===== config.mk =====
export PLATFORM = sky130hd
export DESIGN_NAME = pivot_search
export DESIGN_NICKNAME = d
export VERILOG_FILES = /design/src/rtl/pivot_search.sv
export SDC_FILE = /design/constraint.sdc
export NUM_CORES = 1
export LEC_CHECK = 0
export ABC_AREA = 1
export ABC_CLOCK_PERIOD_IN_PS = 7770
export CORE_MARGIN = 2
export CORE_UTILIZATION = 30
export CTS_CLUSTER_DIAMETER = 150
export DETAILED_ROUTE_END_ITERATION = 7
export GPL_TIMING_DRIVEN = 0
export SETUP_SLACK_MARGIN = 0.05
export SLEW_MARGIN = 5
export SYNTH_ARGS = -nofsm -noshare
export SYNTH_HDL_FRONTEND = slang
export SYNTH_SLANG_ARGS = --single-unit

===== constraint.sdc =====
create_clock -name clk_in -period 7.77 [get_ports clk_in]
set_input_delay 1.1655 -clock clk_in [delete_from_list [all_inputs] [get_ports clk_in]]
set_output_delay 1.1655 -clock clk_in [all_outputs]
set_load 0.1 [all_outputs]

===== src/rtl/pivot_search.sv =====
// pivot_search: sequential largest-|a_ij| finder over the strict upper triangle
// of an N_STOCKS x N_STOCKS signed matrix held in an external synchronous RAM.
//
// Ports:
//   clk_in, rst_in     clock, synchronous active-high reset
//   start, threshold   scan request (taken only in IDLE) and unsigned threshold
//   rd_addr, rd_en     RAM read request, row-major address i*N_STOCKS+j
//   rd_data            signed RAM data, READ_LATENCY cycles after the request
//   busy, done         scan in progress / one-cycle completion pulse
//   pivot_i, pivot_j   pivot position (pivot_i < pivot_j)
//   pivot_mag          saturated |a_ij| of the pivot
//   converged          pivot_mag <= captured threshold
module pivot_search #(
  parameter  int WIDTH        = 16,
  parameter  int N_STOCKS     = 4,
  parameter  int READ_LATENCY = 2,
  localparam int IDX_W        = (N_STOCKS > 2) ? $clog2(N_STOCKS) : 1,
  localparam int ADDR_W       = $clog2(N_STOCKS * N_STOCKS)
) (
  input  logic                     clk_in,
  input  logic                     rst_in,
  input  logic                     start,
  input  logic [WIDTH-1:0]         threshold,
  output logic [ADDR_W-1:0]        rd_addr,
  output logic                     rd_en,
  input  logic signed [WIDTH-1:0]  rd_data,
  output logic                     busy,
  output logic                     done,
  output logic [IDX_W-1:0]         pivot_i,
  output logic [IDX_W-1:0]         pivot_j,
  output logic [WIDTH-1:0]         pivot_mag,
  output logic                     converged
);

  // vld_pipe[STAGES] lines up with rd_data for the matching request
  localparam int STAGES = READ_LATENCY - 1;
  localparam logic [ADDR_W-1:0] N_A      = ADDR_W'(N_STOCKS);
  localparam logic [WIDTH-1:0]  MOST_NEG = {1'b1, {(WIDTH-1){1'b0}}};
  localparam logic [WIDTH-1:0]  MAX_POS  = {1'b0, {(WIDTH-1){1'b1}}};

  typedef enum logic [1:0] {IDLE, ISSUE, DRAIN, DONE} state_t;
  state_t state, nxt_state;

  logic [IDX_W-1:0] cur_i, cur_j;
  logic [WIDTH-1:0] thr_q;
  logic [2:0]       drain_cnt;
  logic             last_pair, drain_last, accept;

  assign last_pair  = (cur_i == IDX_W'(N_STOCKS - 2)) && (cur_j == IDX_W'(N_STOCKS - 1));
  assign drain_last = (drain_cnt == 3'(READ_LATENCY - 1));
  assign accept     = (state == IDLE) && start;

  // ---------------- FSM ----------------
  always_ff @(posedge clk_in) begin
    if (rst_in) state <= IDLE;
    else        state <= nxt_state;
  end

  always_comb begin
    nxt_state = state;
    busy      = 1'b0;
    done      = 1'b0;
    case (state)
      IDLE:  if (start) nxt_state = ISSUE;
      ISSUE: begin
        busy = 1'b1;
        if (last_pair) nxt_state = DRAIN;
      end
      DRAIN: begin
        busy = 1'b1;
        if (drain_last) nxt_state = DONE;
      end
      DONE: begin
        done      = 1'b1;
        nxt_state = IDLE;
      end
      default: nxt_state = IDLE;
    endcase
  end

  always_ff @(posedge clk_in) begin
    if (rst_in || state != DRAIN) drain_cnt <= '0;
    else                          drain_cnt <= drain_cnt + 3'd1;
  end

  // ---------------- request generator ----------------
  // cur_i/cur_j always name the pair currently on rd_addr.
  always_ff @(posedge clk_in) begin
    if (rst_in) begin
      rd_en   <= 1'b0;
      rd_addr <= '0;
      cur_i   <= '0;
      cur_j   <= IDX_W'(1);
      thr_q   <= '0;
    end else if (accept) begin
      rd_en   <= 1'b1;
      rd_addr <= ADDR_W'(1);
      cur_i   <= '0;
      cur_j   <= IDX_W'(1);
      thr_q   <= threshold;
    end else if (state == ISSUE) begin
      if (last_pair) begin
        rd_en <= 1'b0;
      end else if (cur_j == IDX_W'(N_STOCKS - 1)) begin
        // next row starts just right of the diagonal
        cur_i   <= cur_i + IDX_W'(1);
        cur_j   <= cur_i + IDX_W'(1) + IDX_W'(1);
        rd_addr <= (ADDR_W'(cur_i) + ADDR_W'(1)) * N_A + ADDR_W'(cur_i) + ADDR_W'(2);
      end else begin
        cur_j   <= cur_j + IDX_W'(1);
        rd_addr <= rd_addr + ADDR_W'(1);
      end
    end
  end

  // ---------------- delay line ----------------
  logic [STAGES:0]            vld_pipe;
  logic [STAGES:0][IDX_W-1:0] i_pipe, j_pipe;

  always_ff @(posedge clk_in) begin
    if (rst_in) begin
      vld_pipe <= '0;
      i_pipe   <= '0;
      j_pipe   <= '0;
    end else begin
      vld_pipe[0] <= rd_en;
      i_pipe[0]   <= cur_i;
      j_pipe[0]   <= cur_j;
      for (int s = 1; s <= STAGES; s++) begin
        vld_pipe[s] <= vld_pipe[s-1];
        i_pipe[s]   <= i_pipe[s-1];
        j_pipe[s]   <= j_pipe[s-1];
      end
    end
  end

  // ---------------- magnitude + running max ----------------
  logic [WIDTH-1:0] raw, in_mag;
  logic [WIDTH-1:0] max_mag, nxt_mag;
  logic [IDX_W-1:0] max_i, max_j, nxt_i, nxt_j;
  logic             have;

  assign raw = rd_data;

  always_comb begin
    in_mag = raw;
    if (raw == MOST_NEG)    in_mag = MAX_POS;
    else if (raw[WIDTH-1])  in_mag = ~raw + WIDTH'(1);
  end

  // strict '>' keeps the earliest element on ties
  always_comb begin
    nxt_mag = max_mag;
    nxt_i   = max_i;
    nxt_j   = max_j;
    if (vld_pipe[STAGES] && (!have || in_mag > max_mag)) begin
      nxt_mag = in_mag;
      nxt_i   = i_pipe[STAGES];
      nxt_j   = j_pipe[STAGES];
    end
  end

  always_ff @(posedge clk_in) begin
    if (rst_in) begin
      have    <= 1'b0;
      max_mag <= '0;
      max_i   <= '0;
      max_j   <= '0;
    end else if (accept) begin
      have <= 1'b0;
    end else if (vld_pipe[STAGES]) begin
      have    <= 1'b1;
      max_mag <= nxt_mag;
      max_i   <= nxt_i;
      max_j   <= nxt_j;
    end
  end

  // ---------------- results ----------------
  // Loaded on the edge of the final compare so they are valid with done.
  always_ff @(posedge clk_in) begin
    if (rst_in) begin
      pivot_i   <= '0;
      pivot_j   <= IDX_W'(1);
      pivot_mag <= '0;
      converged <= 1'b0;
    end else if (state == DRAIN && drain_last) begin
      pivot_i   <= nxt_i;
      pivot_j   <= nxt_j;
      pivot_mag <= nxt_mag;
      converged <= (nxt_mag <= thr_q);
    end
  end

endmodule


==> impl_metrics.env, run 1 <==
export IMPL_seq_area_frac_synth_pct=31.3
export IMPL_drt_iter0_drc=189
export IMPL_hpwlAfterDp_microns=9780
export IMPL_setup_viol=0
export IMPL_hold_viol=0
export IMPL_overflow=0
export IMPL_finalSetupTns_ps=0
export IMPL_p_leak_nw=2.93
export IMPL_clkPwrFrac_pct=28.1
export IMPL_cts_root_buf="clkbuf_16"
export IMPL_yosysTopAreaCell="dfxtp_1"
export IMPL_nNetsFinal=850
export IMPL_synth_area_mux_share_pct=0
export IMPL_cts_hold_buf=0
export IMPL_ff2ff_path_depth=21
export IMPL_min_period_ps=4570
export IMPL_drv_cap=0
export IMPL_yosys_area_share_simple_pct=32.0
export IMPL_wl_per_cell_microns=12.6
export IMPL_h_tree_depth=3
export IMPL_synth_warnings=0
export IMPL_route_detailed_drc=0
export IMPL_status="finished clean"
export IMPL_swShare_pct=39.6
export IMPL_cp_required_ps=8000
export IMPL_dieArea_sq_mm=0.0185
export IMPL_ys_seq_elements=82
export IMPL_power_density_mw_per_mm2=236
export IMPL_internal_power_uw=916
export IMPL_grt_pass1_wl_microns=21200
export IMPL_regArea_sq_mm=0.00164
export IMPL_drtAntennaViolNets=0
export IMPL_crit_type="in -> reg"
export IMPL_dpl_cell_count=986
export IMPL_tightest_slew_ps=995
export IMPL_track_usage_pct=14.7
export IMPL_clk_pin_slew_ps=60
export IMPL_crit_end="converged"
export IMPL_cp_arrival_ps=4800
export IMPL_final_cells=1001
export IMPL_peakVddDrop_mv=0.178
export IMPL_synth_xor_area_share_pct=1.51
export IMPL_cts_resized=0
export IMPL_area_growth_pct=22.4
export IMPL_cts_sinks=82
export IMPL_postCtsSetupRepairBufs=0
export IMPL_power_frac_seq_pct=34.1
export IMPL_via_per_inst=4.46
export IMPL_synth_top_family_by_area="simple AND/OR/NAND/NOR gates"
export IMPL_drv_slew=0
export IMPL_fmaxAchievable_mhz=219
export IMPL_crit_start="rd_data[1]"
export IMPL_multi_input_area_sq_mm=0.00296
export IMPL_fin_skew_ps=9.59
export IMPL_synth_top_area_share_pct=31.3
export IMPL_io_buffer_count=60
export IMPL_ys_top_cells_by_area="dfxtp_1 (31%), ha_1 (10%), nand2_1 (9.4%)"
export IMPL_synth_cell_area_sq_mm=0.00524
export IMPL_coreArea_sq_mm=0.0172
export IMPL_rrSetupSlack_ps=4940
export IMPL_initial_utilization_pct=30.5
export IMPL_regToRegStartpoint="max_mag[11]"
export IMPL_p_switching_uw=600
export IMPL_power_frac_comb_pct=37.8
export IMPL_ys_types=38
export IMPL_nFillCells=1846
export IMPL_crit_fanout=10
export IMPL_timing_slew_headroom_pct=33.4
export IMPL_rsz0062_at_grt="no"
export IMPL_holdCritStartpoint="j_pipe[1]"
export IMPL_rows=48
export IMPL_num_io_pins=63
export IMPL_die_width_microns=136
export IMPL_min_delay_path_class="reg -> reg"
export IMPL_r2r_end="converged"
export IMPL_grt_antenna_before_repair=0
export IMPL_startpoint_type="primary input"
export IMPL_cts_made_buffers=9
export IMPL_wirelength_microns=12700
export IMPL_cts_tree="built"
export IMPL_synth_compound_area_share_pct=12.8
export IMPL_syn_avg_cell_area_sq_um=7.47
export IMPL_synthCells=701
export IMPL_dr_pass1_iters=4
export IMPL_cts_buffer_depth=2
export IMPL_end_kind="flip-flop"
export IMPL_syn_nets=779
export IMPL_dieHeight_microns=136
export IMPL_globalplace_congestion=0.830
export IMPL_layout_drive_gt1_share_pct=13.3
export IMPL_antenna_cells=0
export IMPL_grt_pass1_vias=4334
export IMPL_synth_adder_area_share_pct=10.3
export IMPL_vias=4467
export IMPL_finalCritPeriodShare_pct=58.8
export IMPL_grt_max_degree=15
export IMPL_clk_latency_ps=350
[Yosys cell counts, drive strengths merged]
| master | instances |
|---|---|
| nor2 | 57 |
| nand3 | 80 |
| xnor2 | 1 |
| dfxtp | 82 |
| xor2 | 8 |
| inv | 117 |
| a211oi | 3 |
| a31oi | 2 |
| o211ai | 8 |
| nand3b | 1 |
| clkbuf | 12 |
| ha | 43 |
| o21ai | 32 |
| a21oi | 51 |
| dlygate4sd1 | 1 |
| o21a | 19 |
| a21o | 1 |
| buf | 13 |
| and2 | 1 |
| nor3 | 5 |
| nand2 | 158 |
| nand4 | 6 |
[cell type report]
type	count	area share [%]
buffer	26	3.02
clock buffer	9	3.51
clock inverter	6	1.05
inverter	117	6.89
multi-input combinational	476	46.2
sequential	82	25.6
tap	225	4.39
timing repair buffer	60	9.37
[registers in the layout (all words and copies together), names as in the netlist, 3 cells and up]
register   cells
max_mag       16
thr_q         16
j_pipe         4
rd_addr        4
drain_cnt      3
i_pipe         4
pivot_mag     16
[through the flow]
stage | worst slack, ps | utilization (%) | cell area [sq um] | power (mW) | hold WS, ps
final | 3200 | 37.3 | 6410 | 1.52 | 403
after CTS | 3140 | 37.3 | 6410 | 1.53 | 404
after global routing | 2820 | 37.3 | 6410 | 1.62 | 417
after floorplan | 3710 | - | 5240 | 0.961 | 388
after global placement | 2810 | 35.6 | 6120 | 1.09 | 389
after detailed placement | 2790 | 35.6 | 6120 | 1.10 | 395
[critical path: stages]
cell,delay (ps)
clkdlybuf4s50_1,390
inv_1,110
ha_1,250
nand4_4,160
o21ai_1,170
xor2_1,230
nand2_2,110
ha_1,290
nand4_1,90
nor3_2,160
nand2_1,70
nand2_1,60
nand2_1,70
nand2_2,110
nand2_4,80
buf_12,180
nand2_4,70
nand2_1,80
ha_1,300
nand2_1,70
o21ai_0,180
nand2_1,70
o211ai_1,80
nand2_1,70
o211ai_1,90
a21oi_1,90
[cell families (layout without fill, tap and decap cells)]
kind of cell,count (synthesis),count (layout)
simple gates,308,308
buf+inv,143,218
flops,82,82
xor+xnor,9,9
fa+ha+maj,43,43
compound gates,116,116
[layout by cell type, fill, tap and decap left out, drive strengths merged]
master | synthesis | routed
a211oi | 3 | 3
a21o | 1 | 1
a21oi | 51 | 51
a31oi | 2 | 2
and2 | 1 | 1
buf | 13 | 13
bufinv | 0 | 1
clkbuf | 12 | 21
clkdlybuf4s50 | 0 | 60
clkinv | 0 | 2
clkinvlp | 0 | 2
dfxtp | 82 | 82
dlygate4sd1 | 1 | 1
ha | 43 | 43
inv | 117 | 118
nand2 | 158 | 158
nand3 | 80 | 80
nand3b | 1 | 1
nand4 | 6 | 6
nor2 | 57 | 57
nor3 | 5 | 5
o211ai | 8 | 8
o21a | 19 | 19
o21ai | 32 | 32
xnor2 | 1 | 1
xor2 | 8 | 8
[metal layers]
layer / part of all wire, % / vias up / GRT usage (%)
met5: 0 / - / 0
met4: 0.90 / 0 / 4.51
met3: 3.7 / 10 / 2.57
met2: 44 / 77 / 23.0
met1: 51 / 1987 / 20.6
li1: - / 2393 / -
[how the worst min path moves through the flow]
| stage | endpoint | slack (ps) | depth (start not counted) |
|---|---|---|---|
| final | j_pipe[3] | 400 | 2 |
| after global routing | vld_pipe[1] | 420 | 2 |
| after global placement | j_pipe[3] | 390 | 2 |
| after floorplan | i_pipe[2] | 390 | 2 |
| after CTS | j_pipe[3] | 400 | 2 |
| after detailed placement | j_pipe[3] | 400 | 2 |
[power by group through the flow]
stage / Clock, mW / Sequential, mW / Combinational [mW]
after floorplan: 0 / 0.613 / 0.348
after global placement: 0 / 0.526 / 0.569
after detailed placement: 0 / 0.526 / 0.575
after CTS: 0.439 / 0.517 / 0.578
after global routing: 0.454 / 0.524 / 0.640
final: 0.426 / 0.517 / 0.573
(Power assumes the default switching activity.)
==> run 2: changes to the inputs <==
- ABC_CLOCK_PERIOD_IN_PS: 7770 -> 4300
- clock period: 7.77 -> 4.3 ns (I/O delays scaled with it)
==> run 2 against run 1 <==
Against the previous run:
- critical endpoint unchanged
- total power is 82% higher
- core utilization is 0.47 points higher
- highest routed layer unchanged
- sequential share of layout area is 0.32 points lower
- first-iteration DRC count is 9.0% higher
==> impl_metrics.env, run 2 (synthesis results as in run 1) <==
export IMPL_internal_power_mw=1.66
export IMPL_status="finished clean"
export IMPL_layout_drive_gt1_share_pct=14.9
export IMPL_timing_slew_headroom_pct=33.6
export IMPL_min_delay_path_class="reg -> reg"
export IMPL_max_stage_delay_ps=420
export IMPL_dieArea_sq_mm=0.0185
export IMPL_wl_per_cell_microns=12.7
export IMPL_final_cells=1003
export IMPL_grt_max_degree=15
export IMPL_dp_slack_ps=-156
export IMPL_nFillCells=1835
export IMPL_coreArea_sq_mm=0.0172
export IMPL_startpoint_type="primary input"
export IMPL_h_tree_depth=3
export IMPL_hpwlAfterDp_microns=9780
export IMPL_crit_fanout=10
export IMPL_swShare_pct=39.8
export IMPL_layout_setup_ws_ps=335
export IMPL_finalCritPeriodShare_pct=92.2
export IMPL_antenna_cells=0
export IMPL_area_growth_pct=24.0
export IMPL_top_regs="max_mag: 16 flops, pivot_mag: 16 flops, thr_q: 16 flops"
export IMPL_dr_pass1_iters=4
export IMPL_p_switching_mw=1.10
export IMPL_track_usage_pct=14.7
export IMPL_layout_commonest_cell="nand2_1"
export IMPL_drv_cap=0
export IMPL_drt_iter0_drc=206
export IMPL_dieHeight_microns=136
export IMPL_num_io_pins=63
export IMPL_tightest_slew_ps=994
export IMPL_dpl_cell_count=986
export IMPL_worst_path_buf_inv=3
export IMPL_p_leak_nw=2.97
export IMPL_peakVddDrop_mv=0.323
export IMPL_grt_antenna_before_repair=0
export IMPL_slowest_stage="clkdlybuf4s50_1"
export IMPL_cts_tree="built"
export IMPL_fmaxAchievable_mhz=252
export IMPL_placedInstanceArea_sq_mm=0.00612
export IMPL_min_period_ps=3970
export IMPL_setup_viol=0
export IMPL_power_frac_comb_pct=38.2
export IMPL_route_detailed_drc=0
export IMPL_rsz0062_at_grt="no"
export IMPL_cts_root_buf="clkbuf_16"
export IMPL_initial_utilization_pct=30.5
export IMPL_overflow=0
export IMPL_globalplace_congestion=0.830
export IMPL_vias=4467
export IMPL_drtAntennaViolNets=0
export IMPL_crit_type="in -> reg"
export IMPL_drv_slew=0
export IMPL_grt_pass1_vias=4334
export IMPL_clk_pin_slew_ps=60
export IMPL_crit_start="rd_data[0]"
export IMPL_clkPwrFrac_pct=27.9
export IMPL_final_cell_mix="nand2_1 (131), inv_1 (107), dfxtp_1 (82)"
export IMPL_nNetsFinal=852
export IMPL_fin_skew_ps=8.89
export IMPL_cts_buffer_depth=2
export IMPL_power_frac_seq_pct=33.9
export IMPL_cts_made_buffers=9
export IMPL_cp_common_cell="nand2_1"
export IMPL_stdcell_area_sq_mm=0.00649
export IMPL_end_kind="flip-flop"
export IMPL_clk_latency_ps=350
export IMPL_cts_hold_buf=0
export IMPL_final_util_pct=37.8
export IMPL_regToRegStartpoint="max_mag[11]"
export IMPL_via_per_inst=4.45
export IMPL_hold_viol=0
export IMPL_cp_required_ps=4530
export IMPL_io_buffer_count=60
export IMPL_holdCritStartpoint="j_pipe[1]"
export IMPL_power_density_mw_per_mm2=425
export IMPL_cts_sinks=82
export IMPL_wirelength_microns=12800
export IMPL_rows=48
export IMPL_die_width_microns=136
export IMPL_cpLargestDelayFamily="simple AND/OR/NAND/NOR gates"
export IMPL_grt_pass1_wl_microns=21200
export IMPL_cp_arrival_ps=4200
## run 2: power groups by stage
stage	Combinational (mW)	Sequential (mW)	Clock (mW)
final	1.05	0.935	0.771
after global routing	1.18	0.947	0.820
after CTS	1.04	0.934	0.794
after detailed placement	1.04	0.951	0
after global placement	1.03	0.950	0
after floorplan	0.630	1.11	0
## run 2: timing repair
item                                    4_1_cts  5_1_grt
setup buffers                                 0        2
endpoints found under the setup margin        0        1
resized for setup                             0       18
## run 2: tightest hold or removal path, delay by kind of cell, from the launching register on
kind	cells	cell delay, ps
flops	1	300
buf+inv	1	40
simple gates	1	30
## run 2: layer usage
layer	track usage, %	share of wire [%]
met1	20.6	52
met2	23.0	43
met3	2.57	3.4
met4	4.51	1.4
met5	0	0
## run 2: area by class of cell
class	count	area, sq um	area share [%]
Multi-Input combinational cell	476	3020	46.5
Sequential cell	82	1640	25.3
Timing Repair Buffer	62	623	9.60
Inverter	117	442	6.80
Tap cell	225	282	4.34
Clock buffer	9	225	3.47
Buffer	26	194	2.99
Clock inverter	6	67.6	1.04
## run 2: metrics by stage
| stage | setup TNS, ps | total power [mW] | hold WS (ps) |
|---|---|---|---|
| 2_1_floorplan | 0 | 1.74 | 388 |
| 3_3_place_gp | -137 | 1.98 | 389 |
| 3_5_place_dp | -156 | 1.99 | 395 |
| 4_1_cts | 0 | 2.77 | 404 |
| 5_1_grt | 0 | 2.94 | 417 |
| 6_report | 0 | 2.76 | 403 |
## run 2: path summary, 6_finish.rpt
check | slack (ps) | end | depth (start not counted)
worst max-delay path | 330 | converged | 26
worst min-delay path | 400 | j_pipe[3] | 2
worst max register to register | 1410 | converged | 20
worst min register to register | 400 | j_pipe[3] | 2
==> run 3: changes to the inputs <==
- CORE_MARGIN: 2 -> 3
==> run 3 against run 2 <==
Against the previous run:
- final cell count rose by 0.20%
- via count rose by 0.51%
- hold slack got worse by 7.2 ps
- combinational power barely moved
- global-route usage fell by 1.1 points
- register-to-register slack got worse by 20 ps
- core utilization rose by 1.1 points
- design area rose by 0.66%
- highest routed layer unchanged
==> impl_metrics.env, run 3 (synthesis results as in run 1) <==
export IMPL_status="finished clean"
export IMPL_max_stage_delay_ps=410
export IMPL_startpoint_type="primary input"
export IMPL_tightest_slew_ps=994
export IMPL_crit_type="in -> reg"
export IMPL_setup_viol=0
export IMPL_hpwlAfterDp_microns=9800
export IMPL_route_detailed_drc=0
export IMPL_cts_hold_buf=0
export IMPL_power_density_mw_per_mm2=428
export IMPL_cts_root_buf="clkbuf_16"
export IMPL_hold_viol=0
export IMPL_rows=47
export IMPL_area_growth_pct=24.8
export IMPL_die_width_microns=138
export IMPL_cts_made_buffers=9
export IMPL_cts_buffer_depth=2
export IMPL_layout_setup_ws_ps=290
export IMPL_vias=4490
export IMPL_drtAntennaViolNets=0
export IMPL_fin_skew_ps=9.37
export IMPL_peakVddDrop_mv=0.476
export IMPL_finalCritPeriodShare_pct=93.3
export IMPL_overflow=0
export IMPL_drv_cap=0
export IMPL_p_leak_nw=3.02
export IMPL_slowest_stage="clkdlybuf4s50_1"
export IMPL_grt_pass1_wl_microns=21400
export IMPL_fmaxAchievable_mhz=249
export IMPL_cp_arrival_ps=4230
export IMPL_dieHeight_microns=138
export IMPL_final_cells=1005
export IMPL_dpl_cell_count=981
export IMPL_nNetsFinal=858
export IMPL_crit_fanout=10
export IMPL_dr_pass1_iters=4
export IMPL_placedInstanceArea_sq_mm=0.00611
export IMPL_globalplace_congestion=0.836
export IMPL_drt_iter0_drc=163
export IMPL_min_period_ps=4010
export IMPL_grt_antenna_before_repair=0
export IMPL_cpLargestDelayFamily="simple AND/OR/NAND/NOR gates"
export IMPL_stdcell_area_sq_mm=0.00654
export IMPL_num_io_pins=63
export IMPL_initial_utilization_pct=31.1
export IMPL_final_util_pct=38.9
export IMPL_final_cell_mix="nand2_1 (131), inv_1 (107), dfxtp_1 (82)"
export IMPL_power_mw=2.80
export IMPL_cp_required_ps=4520
export IMPL_grt_max_degree=14
export IMPL_clk_latency_ps=340
export IMPL_io_buffer_count=60
export IMPL_layout_commonest_cell="nand2_1"
export IMPL_wirelength_microns=12800
export IMPL_wl_per_cell_microns=12.7
export IMPL_rsz0062_at_grt="no"
export IMPL_antenna_cells=0
export IMPL_layout_drive_gt1_share_pct=15.3
export IMPL_min_delay_path_class="reg -> reg"
export IMPL_timing_slew_headroom_pct=33.5
export IMPL_grt_pass1_vias=4330
export IMPL_coreArea_sq_mm=0.0168
export IMPL_cts_tree="built"
export IMPL_end_kind="flip-flop"
export IMPL_dieArea_sq_mm=0.0191
export IMPL_worst_path_buf_inv=3
export IMPL_cts_sinks=82
export IMPL_drv_slew=0
export IMPL_h_tree_depth=3
export IMPL_via_per_inst=4.47
export IMPL_cp_common_cell="nand2_1"
export IMPL_clk_pin_slew_ps=60
export IMPL_top_regs="max_mag: 16 flops, pivot_mag: 16 flops, thr_q: 16 flops"
export IMPL_dp_slack_ps=-174
export IMPL_track_usage_pct=13.6
run 3: where the power goes:
group,total [mW],leakage [nW],switching (mW),internal [mW]
Sequential,0.932,0.668,0.0632,0.869
Clock,0.781,0.143,0.315,0.466
Combinational,1.08,2.21,0.725,0.358
Total,2.80,3.02,1.10,1.69
run 3: worst register-to-register path: stages (launching register included):
cell      delay (ps)
dfxtp_1          380
inv_1             70
ha_1             300
nand4_1          110
nor3_2           250
nand2_1           80
nand2_1           50
nand2_1           70
nand2_2          120
nand2_4           80
buf_12           180
nand2_4           70
nand2_1          100
ha_1             310
nand2_1           80
nor2_2           110
nand2_1           60
o211ai_1         100
nand2_1           90
o211ai_1          90
a21oi_1           80
run 3: area by class of cell:
class / count / area [sq um]
buffer: 26 / 194
clock buffer: 12 / 246
clock inverter: 4 / 51.3
fill: 1786 / 10300
inverter: 117 / 442
multi-input combinational: 476 / 3010
sequential: 82 / 1640
tap: 220 / 275
timing repair buffer: 68 / 671
run 3: path summary, 6_finish.rpt:
| path | slack, ps | end | cells past startpoint | startpoint |
|---|---|---|---|---|
| max | 290 | converged | 26 | rd_data[0] |
| min | 400 | j_pipe[2] | 2 | j_pipe[0] |
| max reg2reg | 1390 | converged | 20 | max_mag[9] |
| min reg2reg | 400 | j_pipe[2] | 2 | j_pipe[0] |
run 3: routing by layer:
layer / up-vias / global-route usage (%) / routed length (microns)
met5: - / 0 / 0
li1: 2416 / - / -
met2: 92 / 21.1 / 5490
met1: 1963 / 19.1 / 6570
met4: 0 / 4.63 / 233
met3: 19 / 2.31 / 506
run 3: repair_timing:
item	in CTS	in global routing
gates resized for setup	0	17
setup buffers	0	8
endpoints found under the setup margin	0	1
run 3: through the flow:
stage	hold WS, ps	setup TNS (ps)
6_report	396	0
5_1_grt	418	0
4_1_cts	403	0
3_5_place_dp	399	-174
3_3_place_gp	395	-184
2_1_floorplan	388	0
